<file path="src/rtl/fifo_uart_pkg.sv">
// Shared definitions for the FIFO-fed UART transmitter: TX FSM state
// encodings and default parameter values.
// Optional feature macro: FIFO_UART_PARITY_EN (adds an even-parity bit).
package fifo_uart_pkg;

  localparam int DEF_DATA_BITS    = 8;
  localparam int DEF_FIFO_DEPTH   = 16;
  localparam int DEF_CLKS_PER_BIT = 87;
  localparam int DEF_STOP_BITS    = 1;

  typedef enum logic [2:0] {
    ST_IDLE,
    ST_START,
    ST_DATA,
`ifdef FIFO_UART_PARITY_EN
    ST_PARITY,
`endif
    ST_STOP
  } tx_state_e;

endpackage

</file>
<file path="src/rtl/fifo_uart_tx_fifo.sv">
// sync_fifo: circular single-clock FIFO with occupancy count, full/empty
// flags and a registered overflow pulse for dropped writes.
// Storage is deliberately left out of reset; only pointers and count clear.
module sync_fifo
  import fifo_uart_pkg::*;
#(
  parameter int WIDTH = DEF_DATA_BITS,
  parameter int DEPTH = DEF_FIFO_DEPTH
) (
  input  logic                   clk,
  input  logic                   rst,
  input  logic                   wr_en,
  input  logic [WIDTH-1:0]       wr_data,
  input  logic                   rd_en,
  output logic [WIDTH-1:0]       rd_data,
  output logic                   full,
  output logic                   empty,
  output logic [$clog2(DEPTH):0] count,
  output logic                   overflow
);

  localparam int PTR_W = $clog2(DEPTH);

  logic [WIDTH-1:0] mem [DEPTH];
  logic [PTR_W-1:0] wr_ptr;
  logic [PTR_W-1:0] rd_ptr;
  logic             wr_acc;
  logic             rd_acc;

  assign full    = (count == (PTR_W+1)'(DEPTH));
  assign empty   = (count == '0);
  assign wr_acc  = wr_en & ~full;
  assign rd_acc  = rd_en & ~empty;
  assign rd_data = mem[rd_ptr];

  // Storage write; no reset so the array maps onto plain RAM.
  always_ff @(posedge clk) begin
    if (wr_acc) mem[wr_ptr] <= wr_data;
  end

  // Pointers wrap naturally (power-of-two depth); count tracks net push/pop.
  always_ff @(posedge clk or posedge rst) begin
    if (rst) begin
      wr_ptr   <= '0;
      rd_ptr   <= '0;
      count    <= '0;
      overflow <= 1'b0;
    end else begin
      overflow <= wr_en & full;
      if (wr_acc) wr_ptr <= wr_ptr + 1'b1;
      if (rd_acc) rd_ptr <= rd_ptr + 1'b1;
      case ({wr_acc, rd_acc})
        2'b10:   count <= count + 1'b1;
        2'b01:   count <= count - 1'b1;
        default: count <= count;
      endcase
    end
  end

endmodule

</file>
<file path="src/rtl/fifo_uart_tx.sv">
// fifo_uart_tx: FIFO-buffered UART transmitter. Frames are sent back to
// back while the FIFO holds data; Tx_Serial is registered.
// Optional feature macro: FIFO_UART_PARITY_EN (even-parity bit after data).
//
// state  | meaning
// IDLE   | line high, waiting for FIFO data
// START  | start bit (low)
// DATA   | data bits, LSB first
// PARITY | even parity of the data bits (macro builds only)
// STOP   | stop bit(s), high; Tx_Done on the final cycle
module fifo_uart_tx
  import fifo_uart_pkg::*;
#(
  parameter int DATA_BITS    = DEF_DATA_BITS,
  parameter int FIFO_DEPTH   = DEF_FIFO_DEPTH,
  parameter int CLKS_PER_BIT = DEF_CLKS_PER_BIT,
  parameter int STOP_BITS    = DEF_STOP_BITS
) (
  input  logic                        Clock,
  input  logic                        Reset,
  input  logic                        Wr_En,
  input  logic [DATA_BITS-1:0]        Wr_Data,
  output logic                        Wr_Overflow,
  output logic                        f_full,
  output logic                        f_empty,
  output logic [$clog2(FIFO_DEPTH):0] f_count,
  output logic                        Tx_Serial,
  output logic                        Tx_Active,
  output logic                        Tx_Done
);

  // Cycle counter must reach STOP_BITS*CLKS_PER_BIT-1, the longest phase.
  localparam int STOP_CLKS = STOP_BITS * CLKS_PER_BIT;
  localparam int CNT_W     = $clog2(STOP_CLKS);
  localparam int BIT_W     = $clog2(DATA_BITS);

  localparam logic [CNT_W-1:0] BIT_RELOAD  = CNT_W'(CLKS_PER_BIT - 1);
  localparam logic [CNT_W-1:0] STOP_RELOAD = CNT_W'(STOP_CLKS - 1);
  localparam logic [BIT_W-1:0] LAST_BIT    = BIT_W'(DATA_BITS - 1);

  tx_state_e            state_q, state_d;
  logic [CNT_W-1:0]     cnt_q, cnt_d;
  logic [BIT_W-1:0]     bit_q, bit_d;
  logic [DATA_BITS-1:0] shift_q, shift_d;
  logic                 serial_q, serial_d;
  logic                 pop;
  logic [DATA_BITS-1:0] fifo_rd_data;
`ifdef FIFO_UART_PARITY_EN
  logic                 parity_q, parity_d;
`endif

  sync_fifo #(
    .WIDTH (DATA_BITS),
    .DEPTH (FIFO_DEPTH)
  ) u_fifo (
    .clk      (Clock),
    .rst      (Reset),
    .wr_en    (Wr_En),
    .wr_data  (Wr_Data),
    .rd_en    (pop),
    .rd_data  (fifo_rd_data),
    .full     (f_full),
    .empty    (f_empty),
    .count    (f_count),
    .overflow (Wr_Overflow)
  );

  assign Tx_Serial = serial_q;
  assign Tx_Active = (state_q != ST_IDLE);
  assign Tx_Done   = (state_q == ST_STOP) && (cnt_q == '0);

  // State and datapath registers; reset aborts any frame in flight.
  always_ff @(posedge Clock or posedge Reset) begin
    if (Reset) begin
      state_q  <= ST_IDLE;
      cnt_q    <= '0;
      bit_q    <= '0;
      shift_q  <= '0;
      serial_q <= 1'b1;
`ifdef FIFO_UART_PARITY_EN
      parity_q <= 1'b0;
`endif
    end else begin
      state_q  <= state_d;
      cnt_q    <= cnt_d;
      bit_q    <= bit_d;
      shift_q  <= shift_d;
      serial_q <= serial_d;
`ifdef FIFO_UART_PARITY_EN
      parity_q <= parity_d;
`endif
    end
  end

  // Next-state, next line level and FIFO pop; line level is registered so
  // it changes on the same edge as the state.
  always_comb begin
    state_d  = state_q;
    cnt_d    = cnt_q;
    bit_d    = bit_q;
    shift_d  = shift_q;
    serial_d = serial_q;
    pop      = 1'b0;
`ifdef FIFO_UART_PARITY_EN
    parity_d = parity_q;
`endif
    case (state_q)
      ST_IDLE: begin
        serial_d = 1'b1;
        if (!f_empty) begin
          pop      = 1'b1;
          shift_d  = fifo_rd_data;
          state_d  = ST_START;
          cnt_d    = BIT_RELOAD;
          serial_d = 1'b0;
`ifdef FIFO_UART_PARITY_EN
          parity_d = ^fifo_rd_data;
`endif
        end
      end
      ST_START: begin
        if (cnt_q == '0) begin
          state_d  = ST_DATA;
          cnt_d    = BIT_RELOAD;
          bit_d    = LAST_BIT;
          serial_d = shift_q[0];
        end else begin
          cnt_d = cnt_q - 1'b1;
        end
      end
      ST_DATA: begin
        if (cnt_q == '0) begin
          shift_d = shift_q >> 1;
          if (bit_q == '0) begin
`ifdef FIFO_UART_PARITY_EN
            state_d  = ST_PARITY;
            cnt_d    = BIT_RELOAD;
            serial_d = parity_q;
`else
            state_d  = ST_STOP;
            cnt_d    = STOP_RELOAD;
            serial_d = 1'b1;
`endif
          end else begin
            bit_d    = bit_q - 1'b1;
            cnt_d    = BIT_RELOAD;
            serial_d = shift_q[1];
          end
        end else begin
          cnt_d = cnt_q - 1'b1;
        end
      end
`ifdef FIFO_UART_PARITY_EN
      ST_PARITY: begin
        if (cnt_q == '0) begin
          state_d  = ST_STOP;
          cnt_d    = STOP_RELOAD;
          serial_d = 1'b1;
        end else begin
          cnt_d = cnt_q - 1'b1;
        end
      end
`endif
      ST_STOP: begin
        if (cnt_q == '0) begin
          if (!f_empty) begin
            pop      = 1'b1;
            shift_d  = fifo_rd_data;
            state_d  = ST_START;
            cnt_d    = BIT_RELOAD;
            serial_d = 1'b0;
`ifdef FIFO_UART_PARITY_EN
            parity_d = ^fifo_rd_data;
`endif
          end else begin
            state_d  = ST_IDLE;
            serial_d = 1'b1;
          end
        end else begin
          cnt_d = cnt_q - 1'b1;
        end
      end
      default: begin
        state_d  = ST_IDLE;
        serial_d = 1'b1;
      end
    endcase
  end

endmodule

</file>
<file path="config.mk">
export PLATFORM = sky130hd
export DESIGN_NAME = fifo_uart_tx
export DESIGN_NICKNAME = d
export VERILOG_FILES = /design/src/rtl/fifo_uart_pkg.sv /design/src/rtl/fifo_uart_tx_fifo.sv /design/src/rtl/fifo_uart_tx.sv
export SDC_FILE = /design/constraint.sdc
export NUM_CORES = 1
export LEC_CHECK = 0
export ABC_AREA = 1
export CAP_MARGIN = 20
export CORE_AREA = 2 2 133 135
export CTS_BUF_LIST = sky130_fd_sc_hd__clkbuf_2
export DETAILED_ROUTE_END_ITERATION = 10
export DIE_AREA = 0 0 135 137
export GPL_TIMING_DRIVEN = 0
export PLACE_DENSITY = 0.65
export SYNTH_ARGS = -nofsm -noshare
export SYNTH_HDL_FRONTEND = slang
export SYNTH_SLANG_ARGS = --single-unit
</file>
<file path="constraint.sdc">
create_clock -name Clock -period 5.9 [get_ports Clock]
set_clock_uncertainty 0.05 [all_clocks]
set_input_delay 1.18 -clock Clock [delete_from_list [all_inputs] [get_ports Clock]]
set_output_delay 1.18 -clock Clock [all_outputs]
set_load 0.01 [all_outputs]
</file>
# After elaboration in Yosys (flattened, before gate mapping)
# Memories as Yosys holds them, arrays and structs flattened.
# Cells that the tools add are included.
# totals
input_bits	11
output_inout_bits	11
wordCells	79
mem_count	1
mem_bits_rw	128
register_bits	36
# mem_list
memory	depth	word_bits	read_ports	rd_clocked_by_memory_dff	write_ports	line	rtl
u_fifo.mem	16	8	1	0	1	fifo_uart_tx_fifo.sv:24	logic [WIDTH-1:0] mem [DEPTH];
# op_classes
eq_ne	12
mux	31
reduce_logical	15
add_sub_neg	6
n_bitwise	5
# ops
operator	count
2-to-1 mux 3 bit	8
2-to-1 mux 8 bit	3
one-hot mux 8 bit (3 select lines)	1
2-to-1 mux 7 bit	3
one-hot mux 7 bit (3 select lines)	1
one-hot mux 3 bit (4 select lines)	1
2-to-1 mux 1 bit	10
inequality test 2 bit (second input constant)	5
one-hot mux 5 bit (2 select lines)	1
nonzero test 3 bit	3
adder 4 x 1 -> 4 bit (second input constant)	2
zero test 7 bit	1
subtractor 7 x 1 -> 7 bit (second input constant)	1
== test 3 x 2 -> 1 bit (second input constant)	2
zero test 3 bit	2
one-hot mux 3 bit (2 select lines)	1
AND reduction 3 bit	2
adder 5 x 1 -> 5 bit (second input constant)	1
== test 5 bit (second input constant)	1
zero test 5 bit	1
AND reduction 5 bit	1
subtractor 5 x 1 -> 5 bit (second input constant)	1
one-hot mux 1 bit (4 select lines)	1
AND reduction 4 bit	1
11 further kinds	15

# Longest topological paths before layout
# Gate-level depths: netlist of run 1.
# logic_depth
depth_word	7
depth_mapped	15
depth_no_buf	15

# Hierarchy
# From an unflattened synthesis of run 1, not the netlist that was laid out.
# hier_totals
cells_unflattened	798
area_unflattened_um2	7668.6
# by_module_without_submodules
module	instances	area_per_inst_um2	cells_each	seq_area_each_um2
sync_fifo	1	6272.3	628	4194.0
fifo_uart_tx	1	1396.3	170	526.8

# Worst setup path after synthesis of run 1
# No wires, ideal clock.
# synth_timing
path_kind	reg-to-reg
start	register cnt_q[1]
end	register u_fifo.count[4]
required_time_ns	5.771
path_buffers	0
stages_incl_launch_ff	16
arrival_ns	2.445
setup_ns	0.079
synth_period_minus_slack_ns	2.574
slack_ns	3.326
cell_sequence	dfrtp_1 inv_1 ha_1 nand2_4 nor2_8 nand2_4 a21oi_4 ha_1 inv_1 fa_1 inv_1 nand3_1 nand2_1 a21oi_1 o21ai_0 xor2_1
# synth_via
elab_chain_cells	6
word_cells_on_any_way	8
cone_classes	eq/ne: 2; mux: 3; bitwise: 1; reduce/logical: 2
# synth_lines
element	line	rtl
start, declared	fifo_uart_tx.sv:42	logic [CNT_W-1:0] cnt_q, cnt_d;
start signal, assigned	fifo_uart_tx.sv:85	cnt_q <= cnt_d;
zero test 7 bit (*)	fifo_uart_tx.sv:165	if (cnt_q == '0) begin
2-to-1 mux 1 bit (*)	fifo_uart_tx.sv:165	
one-hot mux 1 bit (2 select lines) (*)	fifo_uart_tx.sv:107	case (state_q)
bitwise AND 1 bit (*)	fifo_uart_tx_fifo.sv:33	assign rd_acc = rd_en & ~empty;
via u_fifo.rd_acc	fifo_uart_tx_fifo.sv:28	logic rd_acc;
== test 2 x 1 -> 1 bit / == test 2 bit (equally long branches)	fifo_uart_tx_fifo.sv:52	case ({wr_acc, rd_acc})
one-hot mux 5 bit (2 select lines) / nonzero test 2 bit (equally long branches)	--	
end signal, assigned	fifo_uart_tx_fifo.sv:53	2'b10: count <= count + 1'b1;
end signal, assigned	fifo_uart_tx_fifo.sv:54	2'b01: count <= count - 1'b1;
end signal, assigned	fifo_uart_tx_fifo.sv:55	default: count <= count;
end, declared	fifo_uart_tx_fifo.sv:18	output logic [$clog2(DEPTH):0] count,
# The timed path passes the listed nets; every way through them passes the cells marked *.
# A chain may end at the register's enable or synchronous reset.

# Worst setup path in the final report of run 1
# layout_timing
start	register cnt_q[1]
end	output Tx_Done
# layout_via
elab_chain_cells	2
# layout_lines
element	line	rtl
zero test 7 bit	fifo_uart_tx.sv:70	assign Tx_Done = (state_q == ST_STOP) && (cnt_q == '0);
logical AND 1 bit	fifo_uart_tx.sv:70	
end, declared	fifo_uart_tx.sv:29	output logic Tx_Done
# Every way passes these cells.

==> results.py, run 1 <==
metrics = {
    "outcome": {
        "status": "complete, no violations",
    },
    "setup_path": {
        "start_kind": "register",
        "crit_required_ps": 4670,
        "endpoint_kind": "output pin",
        "path_max_fanout": 5,
        "reg2regPathDepth": 15,
        "worstPathArrival_ps": 2590,
        "criticalPathCategory": "register to output pin",
    },
    "global_route": {
        "grt_max_degree": 36,
        "antenna_found_initial": 1,
        "grt_use_total": 0.1919,
        "grt_pass1_wl_um": 26450,
        "gr-total-overflow": 0,
        "grt_pass1_vias": 4851,
    },
    "pwr": {
        "ir_drop_uv": 161.7,
        "internal_power_w": 0.001698,
        "p_sw_w": 0.0006660,
        "p_seq_frac": 0.595,
        "power.leakage_nw": 3.570,
        "clockPowerShare": 0.267,
        "power_frac_comb": 0.139,
        "powerDensity_nw_per_um2": 286.4,
        "switching_share": 0.2818,
    },
    "finish": {
        "syn2layout_area_growth_pct": 9.860,
        "fill_cells": 1609,
        "nets": 838,
        "fin_area_um2": 8253,
        "drive_above_1_share": 0.08425,
    },
    "drt": {
        "drc": 0,
        "wl_um": 16800,
        "wl_per_cell_um": 16.08,
        "drt_iter0_drc": 385,
        "vias_per_cell": 4.989,
        "vias": 5214,
        "final_antenna_net_count": 0,
        "dr.pass1.iters": 5,
    },
    "placement": {
        "routabilityCongestion": 0.8367,
        "place_area_um2": 8004,
        "hpwl_um": 11350,
        "port-buffer-count": 21,
    },
    "clock_tree": {
        "cts_tree": "done",
        "cts_hold_buf": 0,
        "root_buffer": "clkbuf_2",
        "clockBufferDepth": 2,
        "numCtsBuffers": 17,
        "insertion_delay_ps": 770,
        "h-tree-depth": 4,
        "clock_sinks": 163,
        "clk_pin_slew_worst_paths_ps": 270,
        "cts-resized-gates": 0,
        "cts_setup_buffers": 0,
    },
    "sta": {
        "hold_violations": 0,
        "worst_pin_slew_ps": 875.5,
        "slew_viol_final": 0,
        "fin_crit_sh": 0.6468,
        "finalSetupViolCount": 0,
        "grt_setup_unrepaired": "false",
        "finalCriticalPeriod_ps": 3816,
        "fmax_mhz": 262.1,
        "slew_headroom": 0.4142,
        "setup_tns_ps": 0,
    },
    "logic_synthesis": {
        "synth_nets": 798,
        "synthDistinctLibCells": 33,
        "post_synth.cell_area_avg_um2": 9.782,
        "syn_area_um2": 7512,
        "synthCells": 768,
        "ys_seq_area_frac": 0.6284,
        "synth_seq_cells": 163,
        "yosys_warnings": 0,
    },
    "floorplan": {
        "rows": 48,
        "die-area_um2": 18500,
        "start_util": 0.4404,
        "die_w_um": 135,
        "die_h_um": 137,
        "core-area_um2": 17060,
        "io_pins": 22,
    },
    "job": {
        "drv_cap": 0,
    },
    "worst_hold_path": {
        "hold_path.class": "register to register",
        "holdPathStages": 1,
    },
}
==> final timing paths <==
| kind | from | end | slack [ps] |
|---|---|---|---|
| max reg2reg | cnt_q[1]$_DFFE_PP0P_ | u_fifo.count[4]$_DFFE_PP0P_ | 2880 |
| min | bit_q[0]$_DFFE_PP0P_ | bit_q[0]$_DFFE_PP0P_ | 460 |
| min reg2reg | bit_q[0]$_DFFE_PP0P_ | bit_q[0]$_DFFE_PP0P_ | 460 |
| max | cnt_q[1]$_DFFE_PP0P_ | Tx_Done | 2080 |
| max in group asynchronous | Reset | bit_q[1]$_DFFE_PP0P_ | 4470 |
| min in group asynchronous | Reset | shift_q[4]$_DFFE_PP0P_ | 780 |
==> power groups by stage <==
| stage | Combinational (W) | Sequential [W] | Clock (W) |
|---|---|---|---|
| floorplan | 0.000191 | 0.00143 | 0 |
| global placement | 0.000323 | 0.00143 | 0 |
| detailed placement | 0.000331 | 0.00143 | 0 |
| CTS | 0.000331 | 0.00141 | 0.000638 |
| global route | 0.000368 | 0.00142 | 0.000679 |
| finish | 0.000328 | 0.00141 | 0.000630 |
==> cell usage after synthesis <==
| master | number | area (µm²) |
|---|---|---|
| nand3_1 | 57 | 285.3 |
| dfrtp_1 | 34 | 850.8 |
| xnor2_1 | 1 | 8.760 |
| inv_1 | 61 | 229.0 |
| nand3b_1 | 2 | 15.01 |
| a21oi_4 | 1 | 16.27 |
| inv_2 | 6 | 22.52 |
| nor2_2 | 2 | 12.51 |
| xor2_2 | 1 | 16.27 |
| buf_4 | 2 | 15.01 |
| a21oi_1 | 16 | 80.08 |
| clkbuf_1 | 5 | 18.77 |
| xor2_1 | 9 | 78.83 |
| nand4_4 | 1 | 21.27 |
| edfxtp_1 | 128 | 3844 |
| o211ai_1 | 2 | 15.01 |
| dfstp_2 | 1 | 26.28 |
| o21ai_1 | 10 | 50.05 |
| nor3_1 | 4 | 20.02 |
| nand2_4 | 3 | 33.78 |
| nand2_2 | 2 | 12.51 |
| nor2_1 | 108 | 405.4 |
| nor2_8 | 1 | 20.02 |
| clkinv_1 | 1 | 3.750 |
| nand2_1 | 246 | 923.4 |
| buf_2 | 17 | 85.08 |
| nand3_2 | 1 | 10.01 |
| nor2_4 | 2 | 22.52 |
| buf_1 | 1 | 3.750 |
| o21ai_0 | 23 | 115.1 |
| nand4_1 | 1 | 6.260 |
| fa_1 | 1 | 20.02 |
| ha_1 | 18 | 225.2 |
==> cell type report <==
cell class | count | area, µm² | area share
clock buffer | 17 | 85.08 | 0.01031
timing repair buffer | 21 | 210.2 | 0.02547
multi-input combinational | 512 | 2414 | 0.2924
buffer | 25 | 122.6 | 0.01486
inverter | 68 | 255.2 | 0.03093
tap | 225 | 281.5 | 0.03411
antenna | 1 | 2.502 | 0.0003032
clock inverter | 13 | 161.4 | 0.01956
sequential | 163 | 4721 | 0.5720
==> metal layers <==
metal / share of wire / GRT usage / vias to the layer above / routed length (µm)
met2: 0.47 / 0.2967 / 155 / 7859
met5: 0 / 0 / - / 0
met3: 0.050 / 0.04259 / 31 / 833
met1: 0.45 / 0.2565 / 2444 / 7540
met4: 0.034 / 0.09664 / 0 / 568
li1: - / - / 2584 / -
==> cells in the final DEF, fill, tap and decap left out, types with 2 or more instances in the layout <==
| cell | instances |
|---|---|
| buf_2 | 17 |
| clkbuf_1 | 5 |
| xor2_1 | 9 |
| inv_6 | 2 |
| clkinvlp_4 | 2 |
| nor2_1 | 108 |
| inv_1 | 60 |
| nand2_4 | 3 |
| nor2_4 | 2 |
| clkdlybuf4s50_1 | 21 |
| nor3_1 | 4 |
| bufinv_16 | 3 |
| nor2_2 | 2 |
| buf_4 | 2 |
| nand3_1 | 57 |
| clkinv_4 | 3 |
| o21ai_1 | 10 |
| nand2_2 | 2 |
| a21oi_1 | 16 |
| clkbuf_2 | 17 |
| nand2_1 | 246 |
| inv_2 | 7 |
| dfrtp_1 | 34 |
| clkinv_1 | 3 |
| edfxtp_1 | 128 |
| o21ai_0 | 23 |
| o211ai_1 | 2 |
| nand3b_1 | 2 |
| ha_1 | 18 |
==> state kept, by name (all words and copies together), names as in the netlist <==
register         count
u_fifo.mem         128
shift_q              8
cnt_q                7
u_fifo.count         5
u_fifo.rd_ptr        4
u_fifo.wr_ptr        4
bit_q                3
state_q              2
Tx_Serial            1
u_fifo.overflow      1
==> metrics by stage <==
step	cells	util	hold slack [ps]	total power (W)	setup WS, ps
detailed placement	1014	0.4693	413.8	0.001763	2686
floorplan	768	-	389.6	0.001618	3326
global placement	1014	0.4693	410.3	0.001753	2673
finish	1045	0.4839	456.3	0.002364	2084
CTS	1044	0.4837	450.3	0.002376	2031
global route	1045	0.4839	462.8	0.002466	1896
==> critical path, stage by stage (launching register included) <==
cell and delay (ps):
dfrtp_1 440, inv_1 120, ha_1 320, nand2_4 120
nor2_8 160, nand2_4 80, inv_1 60, clkdlybuf4s50_1 520
==> kinds of logic after synthesis <==
family / synth area share
compound gates: 0.03681
fa+ha+maj: 0.03265
flops: 0.6284
buf+inv: 0.05030
xor+xnor: 0.01383
simple gates: 0.2380
(Power assumes the default switching activity.)
==> inputs of run 2 (changes only) <==
--- a/config.mk
+++ b/config.mk
@@ -12,7 +12,7 @@
 export DETAILED_ROUTE_END_ITERATION = 10
 export DIE_AREA = 0 0 135 137
 export GPL_TIMING_DRIVEN = 0
-export PLACE_DENSITY = 0.65
+export PLACE_DENSITY = 0.68
 export SYNTH_ARGS = -nofsm -noshare
 export SYNTH_HDL_FRONTEND = slang
 export SYNTH_SLANG_ARGS = --single-unit
==> constraint.sdc (replaced) <==
create_clock -name Clock -period 3.2 [get_ports Clock]
set_clock_uncertainty 0.05 [all_clocks]
set_input_delay 0.64 -clock Clock [delete_from_list [all_inputs] [get_ports Clock]]
set_output_delay 0.64 -clock Clock [all_outputs]
set_load 0.01 [all_outputs]
==> run 2 against run 1 <==
Compared with the run above: utilization decreased by 0.13 points; via count decreased by 0.40%; largest power group unchanged; critical path type unchanged; sequential power increased by 84%; routed wire length decreased by 3.5%; largest cell class unchanged; final cell count about the same; critical endpoint is now f_empty; non-clock buffer count unchanged; critical path depth decreased by 3.
==> results.py, run 2 (same netlist as run 1, synthesis figures left out) <==
metrics = {
    "global_route": {
        "antenna_found_initial": 1,
        "grt_pass1_vias": 4825,
        "gr-total-overflow": 0,
        "grt_use_total": 0.1860,
        "grt_max_degree": 36,
        "grt_pass1_wl_um": 25420,
    },
    "drt": {
        "final_antenna_net_count": 0,
        "drt_iter0_drc": 498,
        "wl_um": 16210,
        "wl_per_cell_um": 15.50,
        "vias": 5193,
        "vias_per_cell": 4.965,
        "dr.pass1.iters": 7,
        "drc": 0,
    },
    "finish": {
        "final_common_cell": "nand2_1",
        "regMostFlops": "u_fifo.mem",
        "nets": 838,
        "final_cell_count_no_fill": 1046,
        "largest_reg_flops": 128,
        "fill_cells": 1610,
        "drive_above_1_share": 0.08902,
        "final_cell_mix": "nand2_1 (246), edfxtp_1 (128), nor2_1 (108), inv_1 (59), nand3_1 (57)",
        "syn2layout_area_growth_pct": 9.560,
        "top_regs": "u_fifo.mem (128), shift_q (8), cnt_q (7)",
    },
    "clock_tree": {
        "clockBufferDepth": 2,
        "clk_pin_slew_worst_paths_ps": 280,
        "root_buffer": "clkbuf_2",
        "h-tree-depth": 4,
        "insertion_delay_ps": 760,
        "numCtsBuffers": 17,
        "clock_sinks": 163,
        "cts_tree": "done",
    },
    "placement": {
        "placed_cells": 1014,
        "port-buffer-count": 21,
        "routabilityCongestion": 0.8610,
        "hpwl_um": 11150,
        "dp_slack_ps": 285.7,
    },
    "setup_path": {
        "r2r-end": "u_fifo.count[4]$_DFFE_PP0P_",
        "path_max_fanout": 8,
        "rr_startpoint": "state_q[0]$_DFFE_PP0P_",
        "r2r_setup_slack_ps": 280,
        "crit_required_ps": 2510,
        "cp_cell_sequence": "nor2_1 > nand2_1 > nor2_4 > clkdlybuf4s50_1",
        "max_stage_delay_ps": 570,
        "worstPathArrival_ps": 2330,
        "endpoint_kind": "output pin",
        "crit_path_top_delay_cell": "clkdlybuf4s50_1",
        "start_kind": "register",
        "criticalPathCategory": "register to output pin",
        "reg2regPathDepth": 14,
    },
    "floorplan": {
        "core-area_um2": 17060,
        "start_util": 0.4404,
        "die-area_um2": 18500,
        "die_h_um": 137,
        "rows": 48,
        "io_pins": 22,
        "die_w_um": 135,
    },
    "sta": {
        "setup_tns_ps": 0,
        "timing.hold.ws_ps": 233.4,
        "hold_violations": 0,
        "finalCriticalPeriod_ps": 3019,
        "fmax_mhz": 331.3,
        "grt_setup_unrepaired": "false",
        "fin_crit_sh": 0.9433,
        "finalSetupViolCount": 0,
        "slew_headroom": 0.4489,
        "worst_pin_slew_ps": 823.6,
        "slew_viol_final": 0,
        "setup_ws_ps": 181.3,
    },
    "pwr": {
        "ir_drop_uv": 323.2,
        "p_seq_frac": 0.617,
        "switching_share": 0.3034,
        "clockPowerShare": 0.239,
        "power.leakage_nw": 3.566,
        "power_frac_comb": 0.144,
        "powerDensity_nw_per_um2": 510.6,
        "p_sw_w": 0.001275,
        "internal_power_w": 0.002927,
    },
    "job": {
        "drv_cap": 0,
    },
    "worst_hold_path": {
        "hold_path.class": "primary input to async pin",
    },
    "outcome": {
        "status": "complete, no violations",
    },
}
==> run 2: power groups by stage <==
stage          clock network [W]  logic [W]  registers (W)
6_report                 0.00100   0.000606        0.00259
5_1_grt                  0.00111   0.000675        0.00262
4_1_cts                  0.00102   0.000604        0.00259
3_5_place_dp                   0   0.000604        0.00264
3_3_place_gp                   0   0.000589        0.00264
2_1_floorplan                  0   0.000353        0.00263
==> run 2: worst max-delay path by stage <==
stage                                 from                     endpoint  slack (ps)  depth (start not counted)
2_1_floorplan         cnt_q[1]$_DFFE_PP0P_  u_fifo.count[4]$_DFFE_PP0P_         630                         15
3_3_place_gp          cnt_q[1]$_DFFE_PP0P_  u_fifo.count[4]$_DFFE_PP0P_         290                         15
3_5_place_dp          cnt_q[1]$_DFFE_PP0P_  u_fifo.count[4]$_DFFE_PP0P_         290                         15
4_1_cts               cnt_q[1]$_DFFE_PP0P_                      Tx_Done           3                          7
5_1_grt        u_fifo.count[2]$_DFFE_PP0P_                      f_empty          10                          4
6_report       u_fifo.count[2]$_DFFE_PP0P_                      f_empty         180                          4
==> run 2: area by class of cell <==
cell class	count	area, µm²	share of cell area
buffer	25	122.6	0.01490
tap	225	281.5	0.03420
sequential	163	4721	0.5736
multi-input combinational	512	2431	0.2954
clock buffer	17	85.08	0.01034
antenna	1	2.502	0.0003040
inverter	68	255.2	0.03101
clock inverter	14	118.9	0.01444
timing repair buffer	21	212.7	0.02584
==> run 2: routing by layer <==
layer / vias to the layer above / track usage / part of all wire
li1: 2578 / - / -
met1: 2433 / 0.2463 / 0.44
met2: 152 / 0.2992 / 0.48
met3: 30 / 0.04407 / 0.054
met4: 0 / 0.07118 / 0.028
met5: - / 0 / 0
==> run 2: per-stage QoR <==
| stage | util | total power, W | cell area, µm² |
|---|---|---|---|
| 2_1_floorplan | - | 0.002983 | 7512 |
| 3_3_place_gp | 0.4693 | 0.003225 | 8004 |
| 3_5_place_dp | 0.4693 | 0.003240 | 8004 |
| 4_1_cts | 0.4820 | 0.004212 | 8220 |
| 5_1_grt | 0.4825 | 0.004400 | 8230 |
| 6_report | 0.4825 | 0.004203 | 8230 |
==> run 2: worst max-delay path, delay by kind of cell (launching register included) <==
family | cells | cell delay (ps)
buffers and inverters | 1 | 570
DFF | 1 | 480
and+or+nand+nor | 3 | 540
==> run 2: repair_timing <==
item / in CTS / in global routing
gates resized for setup: 2 / 3
setup buffers: 0 / 0
endpoints found under the hold margin: 0 / 0
setup endpoints to repair: 1 / 2
hold buffers: 0 / 0
pin swaps: 0 / 0
